$ cat config.mk
export PLATFORM = sky130hd
export DESIGN_NAME = spark_ramp_ctrl
export DESIGN_NICKNAME = d
export VERILOG_FILES = /design/src/rtl/spark_ramp_ctrl.sv
export SDC_FILE = /design/constraint.sdc
export NUM_CORES = 1
export LEC_CHECK = 0
export ABC_CLOCK_PERIOD_IN_PS = 11300
export BUFFER_PORTS_ARGS = -buffer_cell sky130_fd_sc_hd__buf_4
export CELL_PAD_IN_SITES_DETAIL_PLACEMENT = 1
export CELL_PAD_IN_SITES_GLOBAL_PLACEMENT = 2
export CORE_UTILIZATION = 39
export DETAILED_ROUTE_END_ITERATION = 10
export PLACE_DENSITY_LB_ADDON = 0.1
export SYNTH_ARGS = -nofsm -noshare
export SYNTH_HDL_FRONTEND = slang
export SYNTH_SLANG_ARGS = --single-unit
$ cat constraint.sdc
create_clock -name clock -period 11.3 [get_ports clock]
set_input_delay 2.825 -clock clock [delete_from_list [all_inputs] [get_ports clock]]
set_output_delay 2.825 -clock clock [all_outputs]
set_load 0.01 [all_outputs]
$ cat src/rtl/spark_ramp_ctrl.sv
// Ramp sequencer for one spark_pwm channel: walks the PWM ratio toward the host
// target in bounded steps, reverses only through zero, and guards the host and PWM links.
module spark_ramp_ctrl #(
  parameter int INTERVAL_W  = 16,
  parameter int WDOG_W      = 24,
  parameter int UPD_TIMEOUT = 8192
) (
  input  logic                  clock,
  input  logic                  reset_n,
  input  logic                  ctrl_enable,
  input  logic                  cmd_valid,
  input  logic [7:0]            cmd_speed,
  input  logic                  cmd_dir,
  input  logic [7:0]            step_size,
  input  logic [INTERVAL_W-1:0] step_interval,
  input  logic [WDOG_W-1:0]     wdog_limit,
  input  logic                  pwm_done,
  output logic                  pwm_enable,
  output logic [7:0]            pwm_ratio,
  output logic                  pwm_direction,
  output logic                  pwm_update,
  output logic                  at_target,
  output logic                  busy,
  output logic                  wdog_fault,
  output logic                  update_err
);

  localparam int UPD_CNT_W = $clog2(UPD_TIMEOUT + 1);

  typedef enum logic [2:0] {OFF, STEP, UPDATE, WAIT, HOLD, DRAIN} state_t;

  state_t                state_q;
  logic [7:0]            cur_speed_q, tgt_speed_q, pwm_ratio_q;
  logic                  cur_dir_q, tgt_dir_q, pwm_direction_q;
  logic                  pwm_enable_q, pwm_update_q, wdog_fault_q, update_err_q;
  logic [WDOG_W-1:0]     wdog_cnt_q;
  logic [INTERVAL_W-1:0] dwell_q;
  logic [UPD_CNT_W-1:0]  upd_cnt_q;

  logic [7:0]            eff_speed;
  logic                  eff_dir;
  logic [8:0]            step_d;

  // Clamp a 9-bit decrement result: a borrow or anything below the floor lands on the floor.
  function automatic logic [7:0] sat_down(input logic [8:0] acc, input logic [7:0] floor);
    return (acc[8] || (acc[7:0] < floor)) ? floor : acc[7:0];
  endfunction

  // Clamp a 9-bit increment result at the ceiling; a carry is always above any 8-bit ceiling.
  function automatic logic [7:0] sat_up(input logic [8:0] acc, input logic [7:0] ceil);
    return (acc > {1'b0, ceil}) ? ceil : acc[7:0];
  endfunction

  // Returns {dir, speed} after one step toward (tgt, tdir).
  function automatic logic [8:0] next_step(input logic [7:0] cur, input logic cdir,
                                           input logic [7:0] tgt, input logic tdir,
                                           input logic [7:0] size);
    logic [8:0] s9;
    logic [7:0] spd;
    logic       dir;
    s9  = (size == 8'd0) ? 9'd1 : {1'b0, size};
    spd = cur;
    dir = cdir;
    if (cdir != tdir) begin
      if (cur != 8'd0) spd = sat_down({1'b0, cur} - s9, 8'd0);
      else             dir = tdir;
    end else if (cur < tgt) begin
      spd = sat_up({1'b0, cur} + s9, tgt);
    end else if (cur > tgt) begin
      spd = sat_down({1'b0, cur} - s9, tgt);
    end
    return {dir, spd};
  endfunction

  // While disabled the channel winds down in whatever direction it is already turning.
  assign eff_speed = ctrl_enable ? tgt_speed_q : 8'd0;
  assign eff_dir   = ctrl_enable ? tgt_dir_q   : cur_dir_q;
  assign step_d    = next_step(cur_speed_q, cur_dir_q, eff_speed, eff_dir, step_size);

  always_ff @(posedge clock or negedge reset_n) begin
    if (!reset_n) begin
      state_q         <= OFF;
      cur_speed_q     <= 8'd0;
      cur_dir_q       <= 1'b0;
      tgt_speed_q     <= 8'd0;
      tgt_dir_q       <= 1'b0;
      pwm_ratio_q     <= 8'd0;
      pwm_direction_q <= 1'b0;
      pwm_enable_q    <= 1'b0;
      pwm_update_q    <= 1'b0;
      wdog_fault_q    <= 1'b0;
      update_err_q    <= 1'b0;
      wdog_cnt_q      <= '0;
      dwell_q         <= '0;
      upd_cnt_q       <= '0;
    end else begin
      // A command arriving on the expiry cycle takes priority over the forced stop.
      if (cmd_valid) begin
        tgt_speed_q  <= cmd_speed;
        tgt_dir_q    <= cmd_dir;
        wdog_cnt_q   <= '0;
        wdog_fault_q <= 1'b0;
      end else if ((wdog_limit != '0) && ctrl_enable) begin
        if (wdog_cnt_q < wdog_limit) wdog_cnt_q <= wdog_cnt_q + 1'b1;
        if (wdog_cnt_q >= wdog_limit - 1'b1) begin
          tgt_speed_q  <= 8'd0;
          wdog_fault_q <= 1'b1;
        end
      end

      case (state_q)
        OFF: begin
          if (ctrl_enable) begin
            pwm_enable_q <= 1'b1;
            state_q      <= STEP;
          end
        end
        STEP: begin
          if (step_d == {cur_dir_q, cur_speed_q}) begin
            state_q <= HOLD;
          end else begin
            cur_dir_q       <= step_d[8];
            cur_speed_q     <= step_d[7:0];
            pwm_direction_q <= step_d[8];
            pwm_ratio_q     <= step_d[7:0];
            pwm_update_q    <= 1'b1;
            upd_cnt_q       <= '0;
            state_q         <= UPDATE;
          end
        end
        UPDATE: begin
          if (pwm_done) begin
            pwm_update_q <= 1'b0;
            dwell_q      <= step_interval;
            state_q      <= WAIT;
          end else if (upd_cnt_q == UPD_CNT_W'(UPD_TIMEOUT - 1)) begin
            update_err_q <= 1'b1;
            pwm_update_q <= 1'b0;
            state_q      <= HOLD;
          end else begin
            upd_cnt_q <= upd_cnt_q + 1'b1;
          end
        end
        WAIT: begin
          if (dwell_q == '0) state_q <= STEP;
          else               dwell_q <= dwell_q - 1'b1;
        end
        HOLD: begin
          if (!ctrl_enable && (cur_speed_q == 8'd0))
            state_q <= DRAIN;
          else if ((cur_speed_q != eff_speed) || (cur_dir_q != eff_dir))
            state_q <= STEP;
        end
        DRAIN: begin
          pwm_enable_q <= 1'b0;
          state_q      <= OFF;
        end
        default: state_q <= OFF;
      endcase
    end
  end

  assign pwm_enable    = pwm_enable_q;
  assign pwm_ratio     = pwm_ratio_q;
  assign pwm_direction = pwm_direction_q;
  assign pwm_update    = pwm_update_q;
  assign wdog_fault    = wdog_fault_q;
  assign update_err    = update_err_q;
  assign busy          = (state_q != OFF) && (state_q != HOLD);
  assign at_target     = (state_q == HOLD) && (cur_speed_q == eff_speed) && (cur_dir_q == eff_dir);

endmodule

---- Word level (Yosys, flattened, before mapping) ----
Index checks and enable logic that the tools add are counted.
word-level totals
  output and inout port bits .............. 15
  bits in writable memories ............... 0
  input bits .............................. 62
  word-level logic and storage cells ...... 121
  memories ................................ 0
  memory bits (read-only) ................. 0
  bits in latches ......................... 0
  flip-flop bits (word level) ............. 79
cells by class
  mux-type cells .......................... 42
  div/mod/pow operators ................... 0
  equal/unequal tests ..................... 21
  order comparisons ....................... 7
  shift-type cells ........................ 0
  $add $sub $neg .......................... 6
  $mul .................................... 0
  bitwise operators ....................... 2
  reductions and logical operators ........ 31
operator list
  operator                                                               number
  8-bit two-way mux                                                      12
  24-bit two-way mux                                                     3
  14-bit two-way mux                                                     3
  16-bit two-way mux                                                     2
  16-bit one-hot mux with 2 select lines                                 1
  14-bit one-hot mux with 2 select lines                                 1
  24-bit by 1-bit adder with 24-bit output (second input constant)       1
  24-bit greater-or-equal comparator                                     1
  24-bit < comparator                                                    1
  24-bit nonzero test                                                    1
  24-bit by 1-bit subtractor with 24-bit output (second input constant)  1
  3-bit two-way mux                                                      7
  16-bit zero test                                                       1
  8-bit zero test                                                        2
  8-bit < comparator                                                     2
  16-bit by 1-bit subtractor with 16-bit output (second input constant)  1
  3-bit one-hot mux with 5 select lines                                  1
  14-bit by 1-bit adder with 14-bit output (second input constant)       1
  14-bit by 13-bit == test with 1-bit output (second input constant)     1
  2-bit != test (second input constant)                                  7
  2-bit nonzero test                                                     6
  1-bit two-way mux                                                      10
  8-bit by 8-bit adder with 9-bit output                                 1
  9-bit == test                                                          1
  other kinds (23)                                                       41

---- Logic depth before layout (Yosys ltp) ----
Gate-level depths: netlist of run 1.
  word-level depth ........................ 12
  depth in mapped cells ................... 21
  gate-level depth less buffers ........... 20

---- Worst setup path after synthesis of run 1 ----
No wires, ideal clock.
  path kind ............................... input-to-output
  start point ............................. in ctrl_enable
  end point ............................... out at_target
  slack ................................... 3.726 ns
  cell stages on the path ................. 8
  path buffers ............................ 3
  data required time ...................... 8.475 ns
  arrival ................................. 4.749 ns
  path through ............................ buf_2 > clkbuf_1 > nand2_1 > ha_1 > nand4_1 > or2_2 > clkbuf_1 > nor3_1
on the way
  word-level cells in the longest chain between the ends .. 4
  elaborated cells on any way between the ends .. 6
  those cells by class .................... eq/ne: 2; mux: 2; reduce/logical: 2
ends and longest elaborated chain
  what                   line  source
  start: declaration     10    input logic ctrl_enable,
  8-bit two-way mux      76    assign eff_speed = ctrl_enable ? tgt_speed_q : 8'd0;
  8-bit == test          170   assign at_target = (state_q == HOLD) && (cur_speed_q == eff_speed) && (cur_dir_q == eff_dir);
  1-bit logical AND      170
  1-bit logical AND (*)  170
  end: declaration       22    output logic at_target,
Mark *: on every way between the ends. The rest lies on a longest branch, timed or not.

---- Final worst setup path of run 1 ----
  start point ............................. in step_size[1]
  end point ............................... reg upd_cnt_q[4]
on the way
  word-level cells in the longest chain between the ends .. 12
  elaborated cells on any way between the ends .. 19
  those cells by class .................... add/sub: 2; order compare: 3; eq/ne: 2; mux: 8; reduce/logical: 4
ends and longest elaborated chain
  what                                         line    source
  start: declaration                           14      input logic [7:0] step_size,
  8-bit zero test                              61      s9 = (size == 8'd0) ? 9'd1 : {1'b0, size};
  8-bit two-way mux (*)                        61
  8-bit by 8-bit subtractor with 9-bit output  65, 70
  8-bit < comparator                           46      return (acc[8] || (acc[7:0] < floor)) ? floor : acc[7:0];
  1-bit logical OR                             46
  8-bit two-way mux                            46
  8-bit two-way mux                            69      end else if (cur > tgt) begin
  8-bit two-way mux                            67      end else if (cur < tgt) begin
  8-bit two-way mux (*)                        64      if (cdir != tdir) begin
  9-bit == test (*)                            119     if (step_d == {cur_dir_q, cur_speed_q}) begin
  2-bit != test (no source line) (*)           -
  4-bit AND reduction (no source line) (*)     -
  end signal: assignment                       141     upd_cnt_q <= upd_cnt_q + 1'b1;
  end: declaration                             38      logic [UPD_CNT_W-1:0] upd_cnt_q;
Marked as above.
A chain may end at the register's enable or synchronous reset.

==> reports/results.txt, run 1 <==
DRT Wirelength -> 25,300 um
Post-CTS Repair Setup Buffers -> 0
Synthesized Nets -> 1,153
data required time of the worst path -> 11.54 ns
Pleak -> 0.00413 uW
drt pass-1 iters -> 4
hold path startpoint -> update_err
endpoints failing hold -> 0
syn avg cell area -> 8.00 um^2
Layout area overhead -> 14.4%
Primary FF master, synth -> dfrtp_1
ys async rst share -> 1.00
FF+latch count, synth -> 79
Clock Skews -> 0.00937 ns
Die Wd -> 145 um
initial antenna violation count -> 0
GP Congestion -> 0.916
reg2reg start -> pwm_ratio[5]
number of global-route vias before repair -> 7,709
Syn Inst Count -> 995
sequential fraction of the synthesis area -> 0.248
# rows -> 51
Post-Syn Area -> 0.00796 mm^2
first-pass GRT wire length -> 40,900 um
VDD IR-drop max -> 0.000103 V
# setup viols final -> 0
setup tns final -> 0 ns
initial DRC count -> 344
CTS Buffer Depth -> 2
Fill cells -> 2,401
max_cap viols -> 0
Hold Crit Class -> reg2reg
worst slew pin tran -> 1.13 ns
area of the core -> 0.0197 mm^2
Clock transition at path regs -> 0.07 ns
hold-fix buffers at CTS -> 0
DPL Wire Length -> 19,100 um
CP Launch Point -> step_size[1]
DRC violations left -> 0
max-slew violations -> 0
nets@finish -> 1,207
Placement Cell Area -> 0.00876 mm^2
Top Ports -> 77
area leader, netlist -> dfrtp_1
top cells by area, synth -> dfrtp_1, ha_1, o21ai_0
share of cells above drive strength 1 -> 0.123
commonest non-fill, non-tap cells in the layout -> ha_1, nand2_1, buf_4, dfrtp_1, o21ai_0
clock sink count -> 79
relative slew slack -> 0.249
CTS Buf Count -> 9
Initial Util -> 0.404
Routed Antenna Nets -> 0
total gr overflow -> 0
kind of critical path -> in2reg
cell area after layout -> 0.00910 mm^2
crit-path max FO -> 15
Synth top area share -> 0.248
vias per cell -> 5.88
Vias -> 7,760
Antenna diodes -> 0
commonest non-fill, non-tap cell in the layout -> ha_1
CTS tree -> built
Port Buffers -> 76
startpoint types -> input port
Die ar. -> 0.0210 mm^2
post-CTS sizing -> 0
Total GRT Usage -> 0.254
synth unique cells -> 80
CP arrival -> 8.58 ns
Root Buffer -> clkbuf_16
status -> finished, final reports clean
crit end category -> register
H-tree Lvls -> 3
RSZ-0062 raised after global routing -> false
f_max -> 120 MHz
die height -> 145 um
Synth Warn # -> 0
Period minus WS final -> 8.34 ns
Post-synth EDFFs -> 0
largest net degree at the start of global routing -> 60
routed len/inst -> 19.2 um
worst skew pair latency -> 0.35 ns
post-route clock period utilization -> 0.738
Pwr per Cell Area -> 239 mW/mm^2
==> layer usage <==
metal  global-route usage  share of wire
met5                    0              0
met4               0.0687          0.017
met3               0.0332          0.037
met2                0.433           0.48
met1                0.336           0.47
==> state kept, by name, indices dropped and copies added (netlist names) <==
signal         cells
wdog_cnt_q        24
dwell_q           16
upd_cnt_q         14
pwm_ratio          8
tgt_speed_q        8
state_q            3
pwm_direction      1
pwm_enable         1
pwm_update         1
tgt_dir_q          1
update_err         1
wdog_fault         1
==> critical path, stage by stage <==
cell      delay, ns
buf_4          0.13
nor4_1         0.26
a41o_1         0.26
ha_1           0.20
nand2b_1       0.09
a211oi_1       0.36
nor2_1         0.08
o21ai_0        0.19
xor2_1         0.23
inv_1          0.07
ha_1           0.30
nand4_1        0.13
a21oi_1        0.09
o41ai_4        0.52
a21oi_1        0.12
a31oi_1        0.31
a211oi_1       0.15
a2111o_1       0.49
nor4_2         0.65
nand3_1        0.65
a311oi_1       0.44
==> stage by stage <==
stage | total power, uW | setup WS [ns] | utilization | cells | hold slack, ns
floorplan | 1420 | 3.73 | - | 995 | 0.463
global placement | 1810 | 2.83 | 0.444 | 1303 | 0.462
detailed placement | 1820 | 2.67 | 0.444 | 1303 | 0.467
CTS | 2180 | 3.03 | 0.462 | 1319 | 0.490
global route | 2360 | 2.45 | 0.462 | 1319 | 0.523
finish | 2180 | 2.96 | 0.462 | 1319 | 0.481
==> worst paths after layout <==
| check | end | slack, ns | cells after the start |
|---|---|---|---|
| setup / recovery | upd_cnt_q[4] | 2.96 | 21 |
| hold / removal | update_err | 0.48 | 2 |
| setup reg to reg | upd_cnt_q[4] | 5.25 | 15 |
| hold reg to reg | update_err | 0.48 | 2 |
| max in group asynchronous | wdog_cnt_q[20] | 7.81 | 2 |
| min in group asynchronous | tgt_speed_q[6] | 2.37 | 1 |
==> power breakdown <==
part	leakage, uW	switching (uW)	internal (uW)
clock	0.000166	128	217
combinational	0.00294	868	535
sequential	0.00102	90.8	342
==> cells in the mapped netlist, types with 7 or more instances <==
library cell,number
nor4_1,16
nor2b_1,10
or3_1,13
a22oi_1,9
mux2_2,7
ha_1,94
a31oi_1,19
o211ai_1,8
o22ai_1,10
and3_1,14
a21oi_1,65
nand3_1,32
inv_1,66
nand4_1,23
or4_1,9
nor2_1,72
xor2_1,8
dfrtp_1,79
o31ai_1,9
nand2_1,91
nor3b_1,7
nor3_1,27
and2_1,7
o21a_1,17
nand2b_1,11
clkbuf_1,32
a21o_1,21
o21ai_0,74
xnor2_1,31
a211oi_1,10
==> cell families (layout without fill, tap and decap cells) <==
logic type,Yosys count,count (layout),share of synthesized area
adder cells (fa/ha/maj),96,96,0.153
flip-flops,79,79,0.248
AO/OA/AOI/OAI,310,310,0.262
XOR/XNOR,39,39,0.0429
buffers and inverters,106,165,0.0517
multiplexers,8,8,0.0112
AND/OR/NAND/NOR,357,357,0.232
==> area by class of cell <==
class / count / area, um^2 / share of cell area
Clock buffer: 9 / 225 / 0.0247
Clock inverter: 7 / 120 / 0.0132
Inverter: 66 / 248 / 0.0272
Multi-Input combinational cell: 810 / 5580 / 0.613
Sequential cell: 79 / 1980 / 0.217
Tap cell: 265 / 332 / 0.0364
Timing Repair Buffer: 83 / 623 / 0.0684
(Power assumes the default switching activity.)
==> run 2, diff against run 1 <==
--- a/config.mk
+++ b/config.mk
@@ -5,11 +5,11 @@
 export SDC_FILE = /design/constraint.sdc
 export NUM_CORES = 1
 export LEC_CHECK = 0
-export ABC_CLOCK_PERIOD_IN_PS = 11300
+export ABC_CLOCK_PERIOD_IN_PS = 8500
 export BUFFER_PORTS_ARGS = -buffer_cell sky130_fd_sc_hd__buf_4
 export CELL_PAD_IN_SITES_DETAIL_PLACEMENT = 1
 export CELL_PAD_IN_SITES_GLOBAL_PLACEMENT = 2
-export CORE_UTILIZATION = 39
+export CORE_UTILIZATION = 36
 export DETAILED_ROUTE_END_ITERATION = 10
 export PLACE_DENSITY_LB_ADDON = 0.1
 export SYNTH_ARGS = -nofsm -noshare
==> constraint.sdc (replaced) <==
create_clock -name clock -period 8.5 [get_ports clock]
set_input_delay 2.125 -clock clock [delete_from_list [all_inputs] [get_ports clock]]
set_output_delay 2.125 -clock clock [all_outputs]
set_load 0.01 [all_outputs]
==> reports/results.txt, run 2 (synthesis results as in run 1) <==
status -> finished, final reports clean
crit-path max FO -> 8
reg2reg start -> pwm_ratio[4]
pre-CTS WS -> 0.878 ns
CP Cell Sequence -> buf_4, nor4_1, a41o_1, ha_1, nand2b_1, a211oi_1, nor2_1, o21ai_0, xor2_1, inv_1, ha_1, nand4_1, a21oi_1, o41ai_4, nand2_1, mux2_2, a2111oi_0, nor4_2, buf_4, a31oi_2, mux2_2
drt pass-1 iters -> 5
CP max stage delay -> 0.63 ns
Die Wd -> 151 um
DRT Wirelength -> 25,600 um
CTS tree -> built
hold-fix buffers at CTS -> 0
largest registers -> wdog_cnt_q (24), dwell_q (16), upd_cnt_q (14)
Pwr per Cell Area -> 321 mW/mm^2
Pleak -> 0.00414 uW
post-CTS sizing -> 0
Hold Crit Class -> reg2reg
GP Congestion -> 0.902
worst hold margin -> 0.480 ns
commonest non-fill, non-tap cells in the layout -> ha_1, nand2_1, buf_4, dfrtp_1, o21ai_0
worst setup path endpoint -> pwm_ratio[5]
worst skew pair latency -> 0.35 ns
RSZ-0062 raised after global routing -> false
max_cap viols -> 0
kind of critical path -> in2reg
endpoints failing hold -> 0
Internal -> 1460 uW
f_max -> 137 MHz
initial DRC count -> 358
largest net degree at the start of global routing -> 59
worst slew pin tran -> 1.16 ns
Layout area overhead -> 14.7%
CP Launch Point -> step_size[1]
commonest non-fill, non-tap cell in the layout -> ha_1
die height -> 151 um
first-pass GRT wire length -> 41,600 um
crit end category -> register
Clock Skews -> 0.00981 ns
CP arrival -> 7.52 ns
# rows -> 54
Root Buffer -> clkbuf_16
Top reg by flops -> wdog_cnt_q
post-route clock period utilization -> 0.857
# setup viols final -> 0
share of cells above drive strength 1 -> 0.126
total gr overflow -> 0
nets@finish -> 1,211
relative slew slack -> 0.227
switching share of total power -> 0.502
Routed Antenna Nets -> 0
Worst R2R Path Depth -> 15
max reg flops -> 24
routed len/inst -> 19.1 um
max-slew violations -> 0
flop2flop setup slack -> 2.79 ns
H-tree Lvls -> 3
post-route setup slack -> 1.21 ns
Port Buffers -> 76
Vias -> 7,785
Design Power -> 2930 uW
Period minus WS final -> 7.29 ns
initial antenna violation count -> 0
Initial Util -> 0.366
area of the core -> 0.0218 mm^2
DRC violations left -> 0
Top Ports -> 77
startpoint types -> input port
number of global-route vias before repair -> 7,743
clock sink count -> 79
Reg power frac -> 0.195
Clk pwr share -> 0.149
Buf+Inv Stages, Crit Path -> 3
data required time of the worst path -> 8.73 ns
Total GRT Usage -> 0.237
Die ar. -> 0.0227 mm^2
CTS Buf Count -> 9
kind of cell adding the most delay to the critical path -> compound AO/OA/AOI/OAI gates
Antenna diodes -> 0
combinational power share -> 0.656
vias per cell -> 5.82
setup tns final -> 0 ns
Post-CTS Repair Setup Buffers -> 0
DPL Wire Length -> 19,600 um
Clock transition at path regs -> 0.06 ns
VDD IR-drop max -> 0.000115 V
reg-to-reg endpoint -> pwm_ratio[5]
Fill cells -> 2,665
WP depth -> 21
Switch Pwr -> 1470 uW
CTS Buffer Depth -> 2
Slowest-stage cell, CP -> a2111oi_0
[run 2: cell count changes in the layout (fill, tap and decap cells not counted), sizes merged]
cell,delta
buf,+4
clkbuf,+2
bufinv,-1
inv,-1
[run 2: cell type report]
class / count / area [um^2] / share of cell area
multi-input cells: 810 / 5580 / 0.611
flip-flops and latches: 79 / 1980 / 0.216
repair buffers: 87 / 653 / 0.0715
well taps: 280 / 350 / 0.0384
inverters: 66 / 248 / 0.0271
clock buffers: 11 / 243 / 0.0266
clock inverters: 5 / 81.3 / 0.00891
[run 2: worst min-delay path by stage]
stage	start	to	slack [ns]	cells past startpoint
after global routing	update_err	update_err	0.53	2
final	update_err	update_err	0.48	2
after floorplan	dwell_q[12]	dwell_q[12]	0.46	2
after CTS	update_err	update_err	0.49	2
after global placement	update_err	update_err	0.46	2
after detailed placement	update_err	update_err	0.47	2
[run 2: power groups by stage]
| stage | combinational (uW) | clock (uW) | sequential [uW] |
|---|---|---|---|
| 6_report | 1920 | 436 | 572 |
| 5_1_grt | 2140 | 459 | 584 |
| 4_1_cts | 1910 | 447 | 571 |
| 3_5_place_dp | 1900 | 0 | 577 |
| 3_3_place_gp | 1890 | 0 | 578 |
| 2_1_floorplan | 1350 | 0 | 544 |
[run 2: stage by stage]
step	util	area (um^2)	cells
detailed placement	0.405	8810	1322
global route	0.420	9130	1338
floorplan	-	7960	995
CTS	0.420	9130	1338
finish	0.420	9130	1338
global placement	0.405	8810	1322
[run 2: worst register-to-register path, cell delays in order, from the launching register on]
cell	delay (ns)
dfrtp_1	0.73
ha_1	0.46
nor4b_1	0.19
a2111oi_0	0.45
nand3_1	0.22
ha_1	0.36
nand4_1	0.13
a21oi_1	0.09
o41ai_4	0.51
nand2_1	0.32
mux2_2	0.40
a2111oi_0	0.64
nor4_2	0.10
buf_4	0.19
a31oi_2	0.44
mux2_2	0.39
[run 2: per-layer routing]
metal	share of wire	GRT usage	wire [um]	vias to the layer above
met5	0	0	0	-
met4	0.020	0.0655	500	0
met3	0.031	0.0297	784	27
met2	0.47	0.393	12000	129
met1	0.48	0.322	12300	3822
li1	-	-	-	3807
==> run 3, diff against run 2 <==
--- a/config.mk
+++ b/config.mk
@@ -10,6 +10,7 @@
 export CELL_PAD_IN_SITES_DETAIL_PLACEMENT = 1
 export CELL_PAD_IN_SITES_GLOBAL_PLACEMENT = 2
 export CORE_UTILIZATION = 36
+export CTS_BUF_LIST = sky130_fd_sc_hd__clkbuf_16
 export DETAILED_ROUTE_END_ITERATION = 10
 export PLACE_DENSITY_LB_ADDON = 0.1
 export SYNTH_ARGS = -nofsm -noshare
==> reports/results.txt, run 3 (synthesis results as in run 1) <==
status -> finished, final reports clean
CP Launch Point -> step_size[1]
# rows -> 54
Fill cells -> 2,669
Top reg by flops -> wdog_cnt_q
Clk pwr share -> 0.146
reg-to-reg endpoint -> pwm_ratio[5]
kind of critical path -> in2reg
CTS Buf Count -> 9
Period minus WS final -> 7.31 ns
nets@finish -> 1,211
met1 WL -> 12,400 um
vias per cell -> 5.83
DRT Wirelength -> 25,600 um
crit-path max FO -> 8
worst skew pair latency -> 0.35 ns
relative slew slack -> 0.232
setup tns final -> 0 ns
Port Buffers -> 76
die height -> 151 um
Pwr per Cell Area -> 320 mW/mm^2
Switch Pwr -> 1470 uW
GP Congestion -> 0.902
number of global-route vias before repair -> 7,744
Design Power -> 2920 uW
Total GRT Usage -> 0.237
Vias -> 7,794
Initial Util -> 0.366
max_cap viols -> 0
Routed Antenna Nets -> 0
Die Wd -> 151 um
f_max -> 137 MHz
Root Buffer -> clkbuf_16
Clock transition at path regs -> 0.06 ns
data required time of the worst path -> 8.73 ns
CTS tree -> built
routed len/inst -> 19.1 um
Pleak -> 0.00413 uW
endpoints failing hold -> 0
largest registers -> wdog_cnt_q (24), dwell_q (16), upd_cnt_q (14)
share of cells above drive strength 1 -> 0.125
CTS Buffer Depth -> 2
reg2reg start -> pwm_ratio[4]
max-slew violations -> 0
Reg power frac -> 0.195
area of the core -> 0.0218 mm^2
# setup viols final -> 0
Antenna diodes -> 0
Buf+Inv Stages, Crit Path -> 3
commonest non-fill, non-tap cells in the layout -> ha_1, nand2_1, buf_4, dfrtp_1, o21ai_0
DPL Wire Length -> 19,600 um
switching share of total power -> 0.504
Top Ports -> 77
DRC violations left -> 0
hold-fix buffers at CTS -> 0
CP max stage delay -> 0.64 ns
WP depth -> 21
worst setup path endpoint -> pwm_ratio[5]
CP Cell Sequence -> buf_4, nor4_1, a41o_1, ha_1, nand2b_1, a211oi_1, nor2_1, o21ai_0, xor2_1, inv_1, ha_1, nand4_1, a21oi_1, o41ai_4, nand2_1, mux2_2, a2111oi_0, nor4_2, buf_4, a31oi_2, mux2_2
combinational power share -> 0.659
post-CTS sizing -> 0
first-pass GRT wire length -> 41,600 um
total gr overflow -> 0
H-tree Lvls -> 3
initial DRC count -> 369
final core utilization -> 0.419
RSZ-0062 raised after global routing -> false
worst slew pin tran -> 1.15 ns
metal3 WL -> 726 um
crit end category -> register
Slowest-stage cell, CP -> a2111oi_0
Post-CTS Repair Setup Buffers -> 0
highest metal used -> met4
initial antenna violation count -> 0
flop2flop setup slack -> 2.75 ns
kind of cell adding the most delay to the critical path -> compound AO/OA/AOI/OAI gates
CP arrival -> 7.54 ns
routed wl met2 -> 12,000 um
post-route clock period utilization -> 0.860
VDD IR-drop max -> 0.000115 V
startpoint types -> input port
Die ar. -> 0.0227 mm^2
clock sink count -> 79
Hold Crit Class -> reg2reg
Internal -> 1450 uW
commonest non-fill, non-tap cell in the layout -> ha_1
largest net degree at the start of global routing -> 59
Clock Skews -> 0.00890 ns
Layout area overhead -> 14.6%
Worst R2R Path Depth -> 15
max reg flops -> 24
drt pass-1 iters -> 5
run 3: final cells by class:
type                       instances  area (um^2)  area share
multi-input combinational        810         5580       0.612
clock buffer                       9          225      0.0247
clock inverter                     7         88.8     0.00974
inverter                          66          248      0.0272
timing repair buffer              87          653      0.0716
tap                              280          350      0.0384
sequential                        79         1980       0.217
run 3: through the flow:
| step | worst slack, ns | hold WS (ns) | std cells | instance area, um^2 |
|---|---|---|---|---|
| final | 1.19 | 0.480 | 1338 | 9120 |
| after CTS | 1.22 | 0.488 | 1338 | 9120 |
| after global placement | 0.904 | 0.464 | 1322 | 8810 |
| after detailed placement | 0.878 | 0.468 | 1322 | 8810 |
| after floorplan | 1.74 | 0.463 | 995 | 7960 |
| after global routing | 0.623 | 0.527 | 1338 | 9120 |
run 3: worst reg2reg max path: cells and delay by family, from the launching register on:
kind | cells | cell delay, ns
adder cells (fa/ha/maj) | 2 | 0.82
AO/OA/AOI/OAI | 5 | 2.15
multiplexers | 2 | 0.79
AND/OR/NAND/NOR | 5 | 0.95
flip-flops | 1 | 0.74
buffers and inverters | 1 | 0.19
run 3: power by group through the flow:
| stage | clock network, uW | logic [uW] | registers (uW) |
|---|---|---|---|
| after CTS | 436 | 1910 | 571 |
| after floorplan | 0 | 1350 | 544 |
| after global routing | 448 | 2140 | 584 |
| after detailed placement | 0 | 1900 | 577 |
| final | 426 | 1920 | 571 |
| after global placement | 0 | 1890 | 578 |
run 3: metal layers:
| layer | track usage | vias up |
|---|---|---|
| li1 | - | 3805 |
| met2 | 0.393 | 128 |
| met5 | 0 | - |
| met3 | 0.0297 | 31 |
| met1 | 0.322 | 3830 |
| met4 | 0.0655 | 0 |
run 3: how the worst min path moves through the flow:
stage	start	end	slack, ns	cells past startpoint
after global routing	update_err	update_err	0.53	2
after floorplan	dwell_q[12]	dwell_q[12]	0.46	2
after global placement	update_err	update_err	0.46	2
final	update_err	update_err	0.48	2
after detailed placement	update_err	update_err	0.47	2
after CTS	update_err	update_err	0.49	2
